===== config.mk =====
export PLATFORM = sky130hd
export DESIGN_NAME = axis_frame_gen_flat
export DESIGN_NICKNAME = d
export VERILOG_FILES = /design/src/rtl/axis_frame_gen_if.sv /design/src/rtl/axis_frame_gen.sv /design/src/flat_wrapper.sv
export SDC_FILE = /design/constraint.sdc
export NUM_CORES = 1
export LEC_CHECK = 0
export BUFFER_PORTS_ARGS = -buffer_cell sky130_fd_sc_hd__buf_4
export CAP_MARGIN = 20
export CORE_UTILIZATION = 53
export CTS_CLUSTER_SIZE = 12
export DETAILED_ROUTE_END_ITERATION = 7
export GPL_ROUTABILITY_DRIVEN = 0
export PLACE_DENSITY_LB_ADDON = 0.3
export SETUP_SLACK_MARGIN = 0.3
export SLEW_MARGIN = 20
export SYNTH_ARGS = -nofsm -noshare
export SYNTH_HDL_FRONTEND = slang
export SYNTH_SLANG_ARGS = --single-unit

===== constraint.sdc =====
create_clock -name clk -period 12.5 [get_ports clk]
set_input_delay 2.5 -clock clk [delete_from_list [all_inputs] [get_ports clk]]
set_output_delay 2.5 -clock clk [all_outputs]
set_load 0.03 [all_outputs]

===== src/rtl/axis_frame_gen_if.sv =====
// AXI-Stream transmit bundle: payload, byte enables, framing and bad-frame flag.
interface axis_frame_gen_if #(
    parameter int DATA_WIDTH = 8,
    parameter int KEEP_WIDTH = DATA_WIDTH / 8
);
    logic [DATA_WIDTH-1:0] tdata;
    logic [KEEP_WIDTH-1:0] tkeep;
    logic                  tvalid;
    logic                  tready;
    logic                  tlast;
    logic                  tuser;

    modport master (output tdata, tkeep, tvalid, tlast, tuser, input tready);
    modport slave  (input tdata, tkeep, tvalid, tlast, tuser, output tready);
endinterface


===== src/rtl/axis_frame_gen.sv =====
// AXI-Stream frame generator: first beat one cycle after start, all outputs registered.
// Holds every beat field stable under tready backpressure; abort stops at the next frame boundary.
module axis_frame_gen #(
    parameter int DATA_WIDTH  = 8,
    parameter int KEEP_WIDTH  = DATA_WIDTH / 8,
    parameter bit KEEP_ENABLE = (DATA_WIDTH > 8),
    parameter int LEN_WIDTH   = 16,
    parameter int COUNT_WIDTH = 16,
    parameter int GAP_WIDTH   = 8
) (
    input  logic                   clk,
    input  logic                   rst,
    input  logic                   start,
    input  logic                   abort,
    input  logic [LEN_WIDTH-1:0]   cfg_len,
    input  logic [COUNT_WIDTH-1:0] cfg_count,
    input  logic [GAP_WIDTH-1:0]   cfg_gap,
    input  logic                   cfg_bad_en,
    input  logic [COUNT_WIDTH-1:0] cfg_bad_frame,
    axis_frame_gen_if.master       m_axis,
    output logic                   busy,
    output logic                   done,
    output logic [COUNT_WIDTH-1:0] frames_sent
);
    typedef enum logic [1:0] {IDLE, SEND, GAP} state_t;

    typedef struct packed {
        logic [DATA_WIDTH-1:0] data;
        logic [KEEP_WIDTH-1:0] keep;
        logic                  last;
    } beat_t;

    localparam logic [LEN_WIDTH:0] KW = (LEN_WIDTH+1)'(KEEP_WIDTH);

    state_t                 state;
    logic [LEN_WIDTH:0]     len_r;
    logic [COUNT_WIDTH-1:0] count_r;
    logic [GAP_WIDTH-1:0]   gap_r;
    logic                   bad_en_r;
    logic [COUNT_WIDTH-1:0] bad_frame_r;
    logic [COUNT_WIDTH-1:0] frame_idx;
    logic [LEN_WIDTH:0]     cur_off;
    logic [GAP_WIDTH-1:0]   gap_cnt;
    logic                   abort_pend;
    beat_t                  beat_q;
    logic                   tvalid_q;
    logic                   tuser_q;

    logic [LEN_WIDTH:0]     start_len;
    logic [COUNT_WIDTH-1:0] frame_nxt;
    logic [LEN_WIDTH:0]     off_nxt;
    logic                   hs;
    logic                   stop;

    // Beat at byte offset 'off' of a frame; lanes past the frame end are disabled and zeroed.
    function automatic beat_t make_beat(input logic [7:0] f, input logic [LEN_WIDTH:0] off,
                                        input logic [LEN_WIDTH:0] len);
        beat_t              b;
        logic [LEN_WIDTH:0] rem;
        rem    = len - off;
        b      = '0;
        b.last = (rem <= KW);
        for (int i = 0; i < KEEP_WIDTH; i++) begin
            if ((LEN_WIDTH+1)'(i) < rem) begin
                b.keep[i]        = 1'b1;
                b.data[8*i +: 8] = f + off[7:0] + 8'(i);
            end
        end
        if (!KEEP_ENABLE) b.keep = '1;
        return b;
    endfunction

    always_comb begin
        start_len = (cfg_len == '0) ? (LEN_WIDTH+1)'(1) : {1'b0, cfg_len};
        frame_nxt = frame_idx + 1'b1;
        off_nxt   = cur_off + KW;
        hs        = tvalid_q && m_axis.tready;
        // abort arriving on the last handshake itself still counts as pending
        stop      = ((count_r != '0) && (frame_nxt == count_r)) || abort_pend || abort;
    end

    always_ff @(posedge clk) begin
        if (rst) begin
            state       <= IDLE;
            len_r       <= '0;
            count_r     <= '0;
            gap_r       <= '0;
            bad_en_r    <= 1'b0;
            bad_frame_r <= '0;
            frame_idx   <= '0;
            cur_off     <= '0;
            gap_cnt     <= '0;
            abort_pend  <= 1'b0;
            beat_q      <= '0;
            tvalid_q    <= 1'b0;
            tuser_q     <= 1'b0;
            busy        <= 1'b0;
            done        <= 1'b0;
        end else begin
            done <= 1'b0;
            case (state)
                IDLE: begin
                    if (start) begin
                        len_r       <= start_len;
                        count_r     <= cfg_count;
                        gap_r       <= cfg_gap;
                        bad_en_r    <= cfg_bad_en;
                        bad_frame_r <= cfg_bad_frame;
                        frame_idx   <= '0;
                        cur_off     <= '0;
                        abort_pend  <= 1'b0;
                        beat_q      <= make_beat(8'h00, '0, start_len);
                        tuser_q     <= cfg_bad_en && (cfg_bad_frame == '0);
                        tvalid_q    <= 1'b1;
                        busy        <= 1'b1;
                        state       <= SEND;
                    end
                end
                SEND: begin
                    if (abort) abort_pend <= 1'b1;
                    if (hs) begin
                        if (!beat_q.last) begin
                            cur_off <= off_nxt;
                            beat_q  <= make_beat(frame_idx[7:0], off_nxt, len_r);
                        end else begin
                            frame_idx <= frame_nxt;
                            cur_off   <= '0;
                            if (stop) begin
                                state      <= IDLE;
                                tvalid_q   <= 1'b0;
                                beat_q     <= '0;
                                tuser_q    <= 1'b0;
                                busy       <= 1'b0;
                                done       <= 1'b1;
                                abort_pend <= 1'b0;
                            end else if (gap_r == '0) begin
                                beat_q  <= make_beat(frame_nxt[7:0], '0, len_r);
                                tuser_q <= bad_en_r && (frame_nxt == bad_frame_r);
                            end else begin
                                state    <= GAP;
                                tvalid_q <= 1'b0;
                                beat_q   <= '0;
                                tuser_q  <= 1'b0;
                                gap_cnt  <= GAP_WIDTH'(1);
                            end
                        end
                    end
                end
                GAP: begin
                    if (abort || abort_pend) begin
                        state      <= IDLE;
                        busy       <= 1'b0;
                        done       <= 1'b1;
                        abort_pend <= 1'b0;
                    end else if (gap_cnt == gap_r) begin
                        state    <= SEND;
                        tvalid_q <= 1'b1;
                        beat_q   <= make_beat(frame_idx[7:0], '0, len_r);
                        tuser_q  <= bad_en_r && (frame_idx == bad_frame_r);
                    end else begin
                        gap_cnt <= gap_cnt + 1'b1;
                    end
                end
                default: state <= IDLE;
            endcase
        end
    end

    assign m_axis.tdata  = beat_q.data;
    assign m_axis.tkeep  = beat_q.keep;
    assign m_axis.tlast  = beat_q.last;
    assign m_axis.tvalid = tvalid_q;
    assign m_axis.tuser  = tuser_q;
    assign frames_sent   = frame_idx;
endmodule

===== src/flat_wrapper.sv =====
// flat-port wrapper written by rule: the top's interface ports become plain ports
module axis_frame_gen_flat 
#(
    parameter int DATA_WIDTH  = 8,
    parameter int KEEP_WIDTH  = DATA_WIDTH / 8,
    parameter bit KEEP_ENABLE = (DATA_WIDTH > 8),
    parameter int LEN_WIDTH   = 16,
    parameter int COUNT_WIDTH = 16,
    parameter int GAP_WIDTH   = 8
)
  (clk, rst, start, abort, cfg_len, cfg_count, cfg_gap, cfg_bad_en, cfg_bad_frame, busy, done, frames_sent, m_axis_tdata, m_axis_tkeep, m_axis_tvalid, m_axis_tlast, m_axis_tuser, m_axis_tready);
  axis_frame_gen_if #(.DATA_WIDTH(DATA_WIDTH), .KEEP_WIDTH(KEEP_WIDTH)) m_axis_i ();
  input  logic clk;
  input  logic rst;
  input  logic start;
  input  logic abort;
  input  logic [LEN_WIDTH-1:0] cfg_len;
  input  logic [COUNT_WIDTH-1:0] cfg_count;
  input  logic [GAP_WIDTH-1:0] cfg_gap;
  input  logic cfg_bad_en;
  input  logic [COUNT_WIDTH-1:0] cfg_bad_frame;
  output logic busy;
  output logic done;
  output logic [COUNT_WIDTH-1:0] frames_sent;
  output wire logic [$bits(m_axis_i.tdata)-1:0] m_axis_tdata;
  output wire logic [$bits(m_axis_i.tkeep)-1:0] m_axis_tkeep;
  output wire logic [$bits(m_axis_i.tvalid)-1:0] m_axis_tvalid;
  output wire logic [$bits(m_axis_i.tlast)-1:0] m_axis_tlast;
  output wire logic [$bits(m_axis_i.tuser)-1:0] m_axis_tuser;
  input wire logic [$bits(m_axis_i.tready)-1:0] m_axis_tready;
  assign m_axis_tdata = m_axis_i.tdata;
  assign m_axis_tkeep = m_axis_i.tkeep;
  assign m_axis_tvalid = m_axis_i.tvalid;
  assign m_axis_tlast = m_axis_i.tlast;
  assign m_axis_tuser = m_axis_i.tuser;
  assign m_axis_i.tready = m_axis_tready;
  axis_frame_gen #(.DATA_WIDTH(DATA_WIDTH), .KEEP_WIDTH(KEEP_WIDTH), .KEEP_ENABLE(KEEP_ENABLE), .LEN_WIDTH(LEN_WIDTH), .COUNT_WIDTH(COUNT_WIDTH), .GAP_WIDTH(GAP_WIDTH)) u_core (.clk(clk), .rst(rst), .start(start), .abort(abort), .cfg_len(cfg_len), .cfg_count(cfg_count), .cfg_gap(cfg_gap), .cfg_bad_en(cfg_bad_en), .cfg_bad_frame(cfg_bad_frame), .m_axis(m_axis_i), .busy(busy), .done(done), .frames_sent(frames_sent));
endmodule

### After elaboration in Yosys (flattened, before gate mapping)

Cells that the tools add are included.
Widths: inputs -> output; s select.

* $add $sub $neg: 5
* multipliers: 0
* divide/modulo/power cells: 0
* order comparisons: 5
* eq/ne operators: 18
* shift-type cells: 0
* muxes and demuxes: 67
* bitwise logic cells: 0
* reduce and logical (&&, ||, !) cells: 26

Operators with widths (count)
* $mux 10: 7
* $mux 16: 4
* $le 17x1->1 const B: 3
* $mux 17: 3
* $eq 16x16->1: 3
* $mux 8: 6
* $lt 1x17->1 const A: 2
* $pmux 17 s2: 1
* $logic_not 16->1: 2
* $pmux 16 s2: 1
* $pmux 10 s3: 1
* $mux 1: 27
* $mux 9: 3
* $add 17x1->17 const B: 1
* $sub 17x17->17: 1
* $add 16x1->16 const B: 1
* $pmux 8 s2: 1
* $reduce_bool 16->1: 1
* $mux 2: 7
* $reduce_and 7->1: 2
* $pmux 1 s3: 4
* $reduce_and 6->1: 2
* $ne 2x1->1 const B: 5
* $ne 2x2->1 const B: 5
* other kinds (19): 28

* flip-flop bits (word level): 116
* bits in latches: 0
* bits in writable memories: 0
* memory bits (read-only): 0
* bits of input ports: 62
* output and inout bits: 30
* logic and storage cells: 138
* memories: 0

### Logic depth before layout (Yosys ltp)

Gate-level depths: netlist (run 1).

* depth in word-level cells: 9
* depth in mapped cells: 17
* gate-level depth less buffers: 16

### Worst setup path before layout (run 1)

OpenSTA, ideal clock, no wires.

* kind: input -> register
* start: input port abort
* end: register u_core.beat_q (netlist bit u_core.m_axis.tdata[7])
* library setup time: 58 ps
* arrival time: 4471 ps
* required time: 12442 ps
* setup slack: 7971 ps
* stages: 9
* path buffers: 1
* path through: or2_0 -> clkbuf_1 -> or3_1 -> a211oi_2 -> nand2_1 -> a2111oi_0 -> a41oi_1 -> a21oi_1 -> a31o_2

* cells in the longest elaborated chain, start to end: 5
* elaborated cells between the ends (all ways): 8
* those cells by class: eq/ne (1); mux (4); reduce/logical (3)

Ends and longest elaborated chain
* start: declaration: line flat_wrapper.sv:16 `input logic abort;`
* $logic_or 1x1->1: line axis_frame_gen.sv:79 `stop = ((count_r != '0) && (frame_nxt == count_r)) || abort_pend || abort;`
* $mux 10: line axis_frame_gen.sv:128 `if (stop) begin`
* $mux 10: line axis_frame_gen.sv:122 `if (!beat_q.last) begin`
* $mux 10: line axis_frame_gen.sv:121 `if (hs) begin`
* $pmux 10 s3: line axis_frame_gen.sv:101 `case (state)`
* end signal: assignment: line axis_frame_gen.sv:112 `beat_q <= make_beat(8'h00, '0, start_len);`
* end signal: assignment: line axis_frame_gen.sv:124 `beat_q <= make_beat(frame_idx[7:0], off_nxt, len_r);`
* end signal: assignment: line axis_frame_gen.sv:137 `beat_q <= make_beat(frame_nxt[7:0], '0, len_r);`
* end: declaration: line axis_frame_gen.sv:45 `beat_t beat_q;`

Parallel ways exist; a longest one is shown, timed or not. The select of a mux whose other input is x is not followed.
A chain may end at the register's enable or synchronous reset.

### Worst setup path after layout (run 1)

* start: input port abort
* end: register u_core.beat_q (netlist bit u_core.m_axis.tdata[3])

Same word-level chain as after synthesis.

==> flow_summary.yaml, run 1 <==
synthesis:
  synth_seq_cells: 115
  syn_area_per_cell_sq_um: 7.46
  synth-edff-count: 0
  postSynth.asyncResetShare_pct: 0
  synthFlopType: "dfxtp_1"
  yosysSeqAreaShare_pct: 29.5
  syn_area_sq_um: 7800
  synth.distinct_cells: 80
  syn_nets: 1140
  netlist_instances: 1046
  yosys_warnings: 0
sta:
  rsz0062_at_grt: "false"
  setup_viol_count_final: 0
  fmax_ghz: 0.212
  drv_slew: 0
  min_period_ps: 4710
  hold_viol_final: 0
  fin_crit_sh_pct: 37.7
  skew_ps: 11.6
  fin_ws_ps: 7790
  relSlewSlack_pct: 28.4
  holdWs_ps: 474
  tns_ps: 0
  worst_pin_slew_ps: 1070
clocking:
  cts_made_buffers: 17
  clk_pin_slew_ps: 50
  cts.sinks: 115
  cts_tree: "done"
  htree_levels: 4
  worstSkewPairLatency_ps: 430
  cts.root.buffer_cell: "clkbuf_16"
  cts_hold_buf: 0
  clock_path_buffers: 2
  post_cts_resized: 0
  post-cts-setup-buffers: 0
min_path:
  worstHoldPathCells: 2
  hold-path-endpoint: "u_core.len_r[4]"
  hp-class: "flip-flop to flip-flop"
  hp-start: "u_core.len_r[4]"
detailed_routing:
  dr.pass1.iters: 6
  totalWireLength_um: 22600
  routedWlPerCell_um: 17.4
  final_antenna_net_count: 0
  via_per_inst: 6.17
  drc: 0
  vias: 7981
  drt_iter0_markers: 728
critical_path:
  path_max_fanout: 8
  critPathKind: "primary input to flip-flop"
  timing.rr.end: "u_core.m_axis.tdata[0]"
  crit_arrival_ps: 5050
  reg2regPathDepth: 16
  critPathLaunchType: "primary input"
  required_ps: 12840
  r2r_setup_slack_ps: 7860
  rr_startpoint: "u_core.cur_off[2]"
  critPathCaptureType: "flip-flop"
grt:
  grt_util_met1_pct: 41.2
  grt_overflow: 0
  grt_start_max_net_pins: 73
  busiest_layer: "met2"
  grt.met2_usage_pct: 46.9
  grt_use_met3_pct: 5.49
  grt_pass1_wl_um: 35900
  antenna_found_initial: 0
  grt_pass1_vias: 7092
  grt.total_usage_pct: 30.6
die:
  fp.dieW_um: 123
  dieArea_sq_um: 15200
  die_y_um: 123
  start_util_pct: 55.3
  rows: 43
  pin_count: 92
  core_area_sq_um: 14100
finish:
  area_delta_synth_final_pct: 16.2
  final_cell_area_sq_um: 9060
  fin_nets: 1195
  fill_cells: 1245
  drive_gt1_share_pct: 12.9
  antennaDiodeCount: 0
place:
  dp_worst_setup_slack_ps: 7490
  io_buffers: 91
  dp.final_hpwl_um: 16000
  placed_area_sq_um: 8480
pwr:
  power_density_nw_per_um2: 166
  p_leak_nw: 3.51
  peakVddDrop_v: 0.000110
status:
  status: "complete, no violations"
flow_run:
  drv_cap: 0
==> how the worst max path moves through the flow <==
stage	start	to	cells past startpoint
2_1_floorplan	abort	u_core.m_axis.tdata[7]	9
3_3_place_gp	abort	u_core.m_axis.tdata[7]	9
3_5_place_dp	abort	u_core.m_axis.tdata[7]	9
4_1_cts	abort	u_core.m_axis.tdata[3]	9
5_1_grt	u_core.cur_off[2]	u_core.m_axis.tdata[0]	16
6_report	abort	u_core.m_axis.tdata[3]	9
==> synthesized netlist by cell type, drive strengths merged (4+ instances only) <==
cell type	count	area (sq um)
ha	30	375
xor2	28	245
nand2b	11	68.8
nor2b	13	81.3
a41oi	4	35.0
o2111ai	4	35.0
a211oi	10	80.1
nand4	30	203
o22ai	4	25.0
buf	20	114
a31oi	7	43.8
nor2	86	325
or3	6	42.5
a211o	4	35.0
or4	8	60.1
or2	6	37.5
inv	29	109
nor4b	4	35.0
nand2	186	706
a2111oi	4	35.0
nor4	29	211
a21o	6	45.0
a22oi	14	105
xnor2	56	490
a221oi	6	58.8
nor3	31	155
o21a	6	45.0
o211ai	5	37.5
and2	10	62.6
clkbuf	38	143
nand3	27	148
and3	10	63.8
a21oi	108	541
dfxtp	115	2300
o21ai	46	241
==> cell families (layout without fill, tap and decap cells) <==
| logic type | after synthesis | in the layout | synth area share, % |
|---|---|---|---|
| fa+ha+maj | 32 | 32 | 5.33 |
| simple gates | 471 | 471 | 29.7 |
| flops | 115 | 115 | 29.5 |
| mux | 3 | 3 | 0.385 |
| buf+inv | 88 | 156 | 4.73 |
| xor+xnor | 87 | 87 | 10.3 |
| compound gates | 250 | 250 | 20.0 |
==> where the power goes <==
group / internal [mW] / switching (mW) / total [mW]
clock network: 0.305 / 0.183 / 0.488
logic: 0.210 / 0.355 / 0.565
registers: 0.408 / 0.0466 / 0.454
==> registers in the layout, summed over array words and instances, names as in the netlist <==
name	cells
u_core.gap_cnt	8
u_core.gap_r	8
u_core.count_r	16
u_core.busy	1
u_core.m_axis.tkeep	1
u_core.m_axis.tvalid	1
u_core.done	1
u_core.m_axis.tlast	1
u_core.frames_sent	16
u_core.bad_frame_r	16
u_core.m_axis.tdata	8
u_core.abort_pend	1
u_core.state	2
u_core.bad_en_r	1
u_core.m_axis.tuser	1
u_core.cur_off	17
u_core.len_r	16
==> cell usage in the layout, fill, tap and decap left out, types with 6 or more instances in the layout <==
cell type / count
nor4_1: 27
nor3_1: 31
buf_4: 94
xnor2_1: 56
nand4_1: 29
nand2_1: 184
nand2b_1: 11
clkbuf_16: 17
o21ai_0: 44
nor2_1: 85
dfxtp_1: 115
or4_1: 8
xor2_1: 28
inv_1: 29
and2_1: 8
o21a_1: 6
ha_1: 30
a21oi_1: 108
and3_1: 9
nand3_1: 26
a211oi_1: 9
a21o_1: 6
a31oi_1: 7
nor2b_1: 13
a22oi_1: 14
==> final cells by class <==
type	count	area, sq um	share of cell area (%)
Inverter	30	113	1.24
Sequential cell	115	2300	25.4
Clock buffer	22	464	5.12
Tap cell	180	225	2.48
Multi-Input combinational cell	843	5130	56.6
Timing Repair Buffer	94	706	7.78
Clock inverter	10	123	1.35
==> layer usage <==
metal / up-vias / wire length, um
li1: 3859 / -
met2: 373 / 10000
met4: 0 / 839
met3: 68 / 1720
met5: - / 0
met1: 3681 / 10000
==> critical path, stage by stage <==
cell,delay (ps)
buf_4,120
or2_0,320
or3_1,450
a211oi_2,520
nand2_1,300
nor2_1,380
nand2_1,150
o22a_1,230
o21ai_0,70
==> metrics by stage <==
stage	utilization, %	instances	power, mW
2_1_floorplan	-	1046	0.867
3_3_place_gp	60.1	1262	1.00
3_5_place_dp	60.1	1262	1.01
4_1_cts	64.3	1294	1.50
5_1_grt	64.3	1294	1.59
6_report	64.3	1294	1.51
Power figures use the tool's default switching activity.
==> inputs of run 2 (changes only) <==
Clock period 12.5 ns to 4.2 ns, I/O delays scaled along.
==> flow_summary.yaml, run 2 (synthesis results as in run 1) <==
critical_path:
  cp_num_buf_inv: 2
  critPathKind: "flip-flop to flip-flop"
  r2r_setup_slack_ps: 510
  path_cells: "and2_4, nand4_1, xnor2_2, inv_1, ha_2, and3_1, a221oi_4, o21bai_1, a21oi_1, a2111o_1, nor4_4, a41oi_2, buf_4, a31o_2"
  timing.rr.end: "u_core.m_axis.tdata[7]"
  crit_arrival_ps: 3980
  critPathMaxStageDelay_ps: 470
  reg2regPathDepth: 14
  path_max_fanout: 11
  slowest_stage: "ha_2"
  required_ps: 4500
  rr_startpoint: "u_core.cur_off[3]"
  critPathCaptureType: "flip-flop"
  crit_family: "compound AO/OA/AOI/OAI gates"
  path_depth: 14
  critPathLaunchType: "flip-flop"
finish:
  largest_reg_flops: 17
  mostFrequentLayoutCells: "nand2_1 (184), dfxtp_1 (112), buf_4 (109)"
  largest-register: "u_core.cur_off"
  fill_cells: 1172
  drive_gt1_share_pct: 17.1
  final_common_cell: "nand2_1"
  fin_nets: 1211
  area_delta_synth_final_pct: 20.9
  antennaDiodeCount: 0
clocking:
  htree_levels: 4
  cts_hold_buf: 0
  clk_pin_slew_ps: 50
  worstSkewPairLatency_ps: 410
  cts_made_buffers: 17
  cts_tree: "done"
  cts.root.buffer_cell: "clkbuf_16"
  cts.sinks: 115
  clock_path_buffers: 2
detailed_routing:
  routedWlPerCell_um: 17.6
  drc: 0
  vias: 8066
  via_per_inst: 6.16
  dr.pass1.iters: 5
  totalWireLength_um: 23100
  final_antenna_net_count: 0
  drt_iter0_markers: 926
sta:
  setup_viol_count_final: 0
  hold_viol_final: 0
  skew_ps: 8.22
  tns_ps: 0
  drv_slew: 0
  fin_crit_sh_pct: 87.8
  relSlewSlack_pct: 24.4
  rsz0062_at_grt: "false"
  fmax_ghz: 0.271
  min_period_ps: 3690
  worst_pin_slew_ps: 1130
  fin_ws_ps: 514
pwr:
  peakVddDrop_v: 0.000427
  p_leak_nw: 3.67
  power_density_nw_per_um2: 499
grt:
  antenna_found_initial: 0
  grt_pass1_wl_um: 36500
  grt_start_max_net_pins: 60
  grt.total_usage_pct: 30.9
  grt_pass1_vias: 7273
  grt_overflow: 0
min_path:
  worstHoldPathCells: 2
  hp-start: "u_core.bad_frame_r[15]"
  hp-class: "flip-flop to flip-flop"
  hold-path-endpoint: "u_core.bad_frame_r[15]"
flow_run:
  drv_cap: 0
die:
  pin_count: 92
  core_area_sq_um: 14100
  dieArea_sq_um: 15200
  fp.dieW_um: 123
  start_util_pct: 55.3
  rows: 43
  die_y_um: 123
place:
  io_buffers: 91
  dp.final_hpwl_um: 16600
  dp_worst_setup_slack_ps: 160
status:
  status: "complete, no violations"
[run 2: cell types whose count changed in the layout (fill, tap and decap cells not counted), moves of 3 or more]
cell,before,now
buf_4,94,109
ha_1,30,23
ha_2,0,5
a21oi_1,108,105
clkinv_2,1,4
dfxtp_1,115,112
dfxtp_2,0,3
inv_6,3,0
nand3_1,26,23
nand3_2,0,3
xnor2_1,56,53
xnor2_2,0,3
[run 2: per-stage QoR]
stage / instances / power (mW) / hold slack (ps) / utilization, % / area, sq um
2_1_floorplan: 1046 / 2.58 / 448 / - / 7810
5_1_grt: 1309 / 4.95 / 496 / 66.9 / 9430
3_3_place_gp: 1273 / 3.01 / 459 / 60.8 / 8570
3_5_place_dp: 1273 / 3.04 / 467 / 60.8 / 8570
6_report: 1309 / 4.70 / 477 / 66.9 / 9430
4_1_cts: 1305 / 4.59 / 478 / 65.5 / 9230
[run 2: worst max-delay path by stage]
stage,start,end,slack [ps]
2_1_floorplan,u_core.cur_off[2],u_core.m_axis.tdata[0],380
3_3_place_gp,u_core.cur_off[2],u_core.m_axis.tdata[7],320
3_5_place_dp,u_core.cur_off[2],u_core.m_axis.tdata[7],160
4_1_cts,u_core.cur_off[2],u_core.m_axis.tdata[7],320
5_1_grt,u_core.cur_off[3],u_core.m_axis.tdata[1],280
6_report,u_core.cur_off[3],u_core.m_axis.tdata[7],510
[run 2: layout make-up]
| class | count | area [sq um] | area share [%] |
|---|---|---|---|
| clock inverters | 10 | 155 | 1.65 |
| multi-input cells | 843 | 5310 | 56.4 |
| well taps | 180 | 225 | 2.39 |
| repair buffers | 110 | 846 | 8.97 |
| flip-flops and latches | 115 | 2310 | 24.5 |
| inverters | 30 | 113 | 1.19 |
| clock buffers | 21 | 470 | 4.99 |
[run 2: worst register-to-register path, delay by kind of cell, from the launching register on]
kind | cells | cell delay [ps]
xor+xnor | 1 | 230
flops | 1 | 360
simple gates | 4 | 860
compound gates | 6 | 1390
buf+inv | 2 | 270
fa+ha+maj | 1 | 470
[run 2: timing repair]
item / in CTS / in global routing
endpoints found under the setup margin: 8 / 9
buffers inserted: 1 / 3
pin swaps: 1 / 8
endpoints found under the hold margin: 0 / 0
cloned: 0 / 0
resized for setup: 7 / 33
[run 2: metal layers]
| metal | GRT usage, % | routed length, um | up-vias |
|---|---|---|---|
| li1 | - | - | 3883 |
| met1 | 43.3 | 10300 | 3708 |
| met2 | 48.0 | 10400 | 409 |
| met3 | 4.34 | 1820 | 66 |
| met4 | 11.5 | 535 | 0 |
| met5 | 0 | 0 | - |
[run 2: power by group]
part / internal, mW / switching [mW]
Combinational: 0.685 / 1.13
Clock: 1.03 / 0.498
Sequential: 1.22 / 0.142
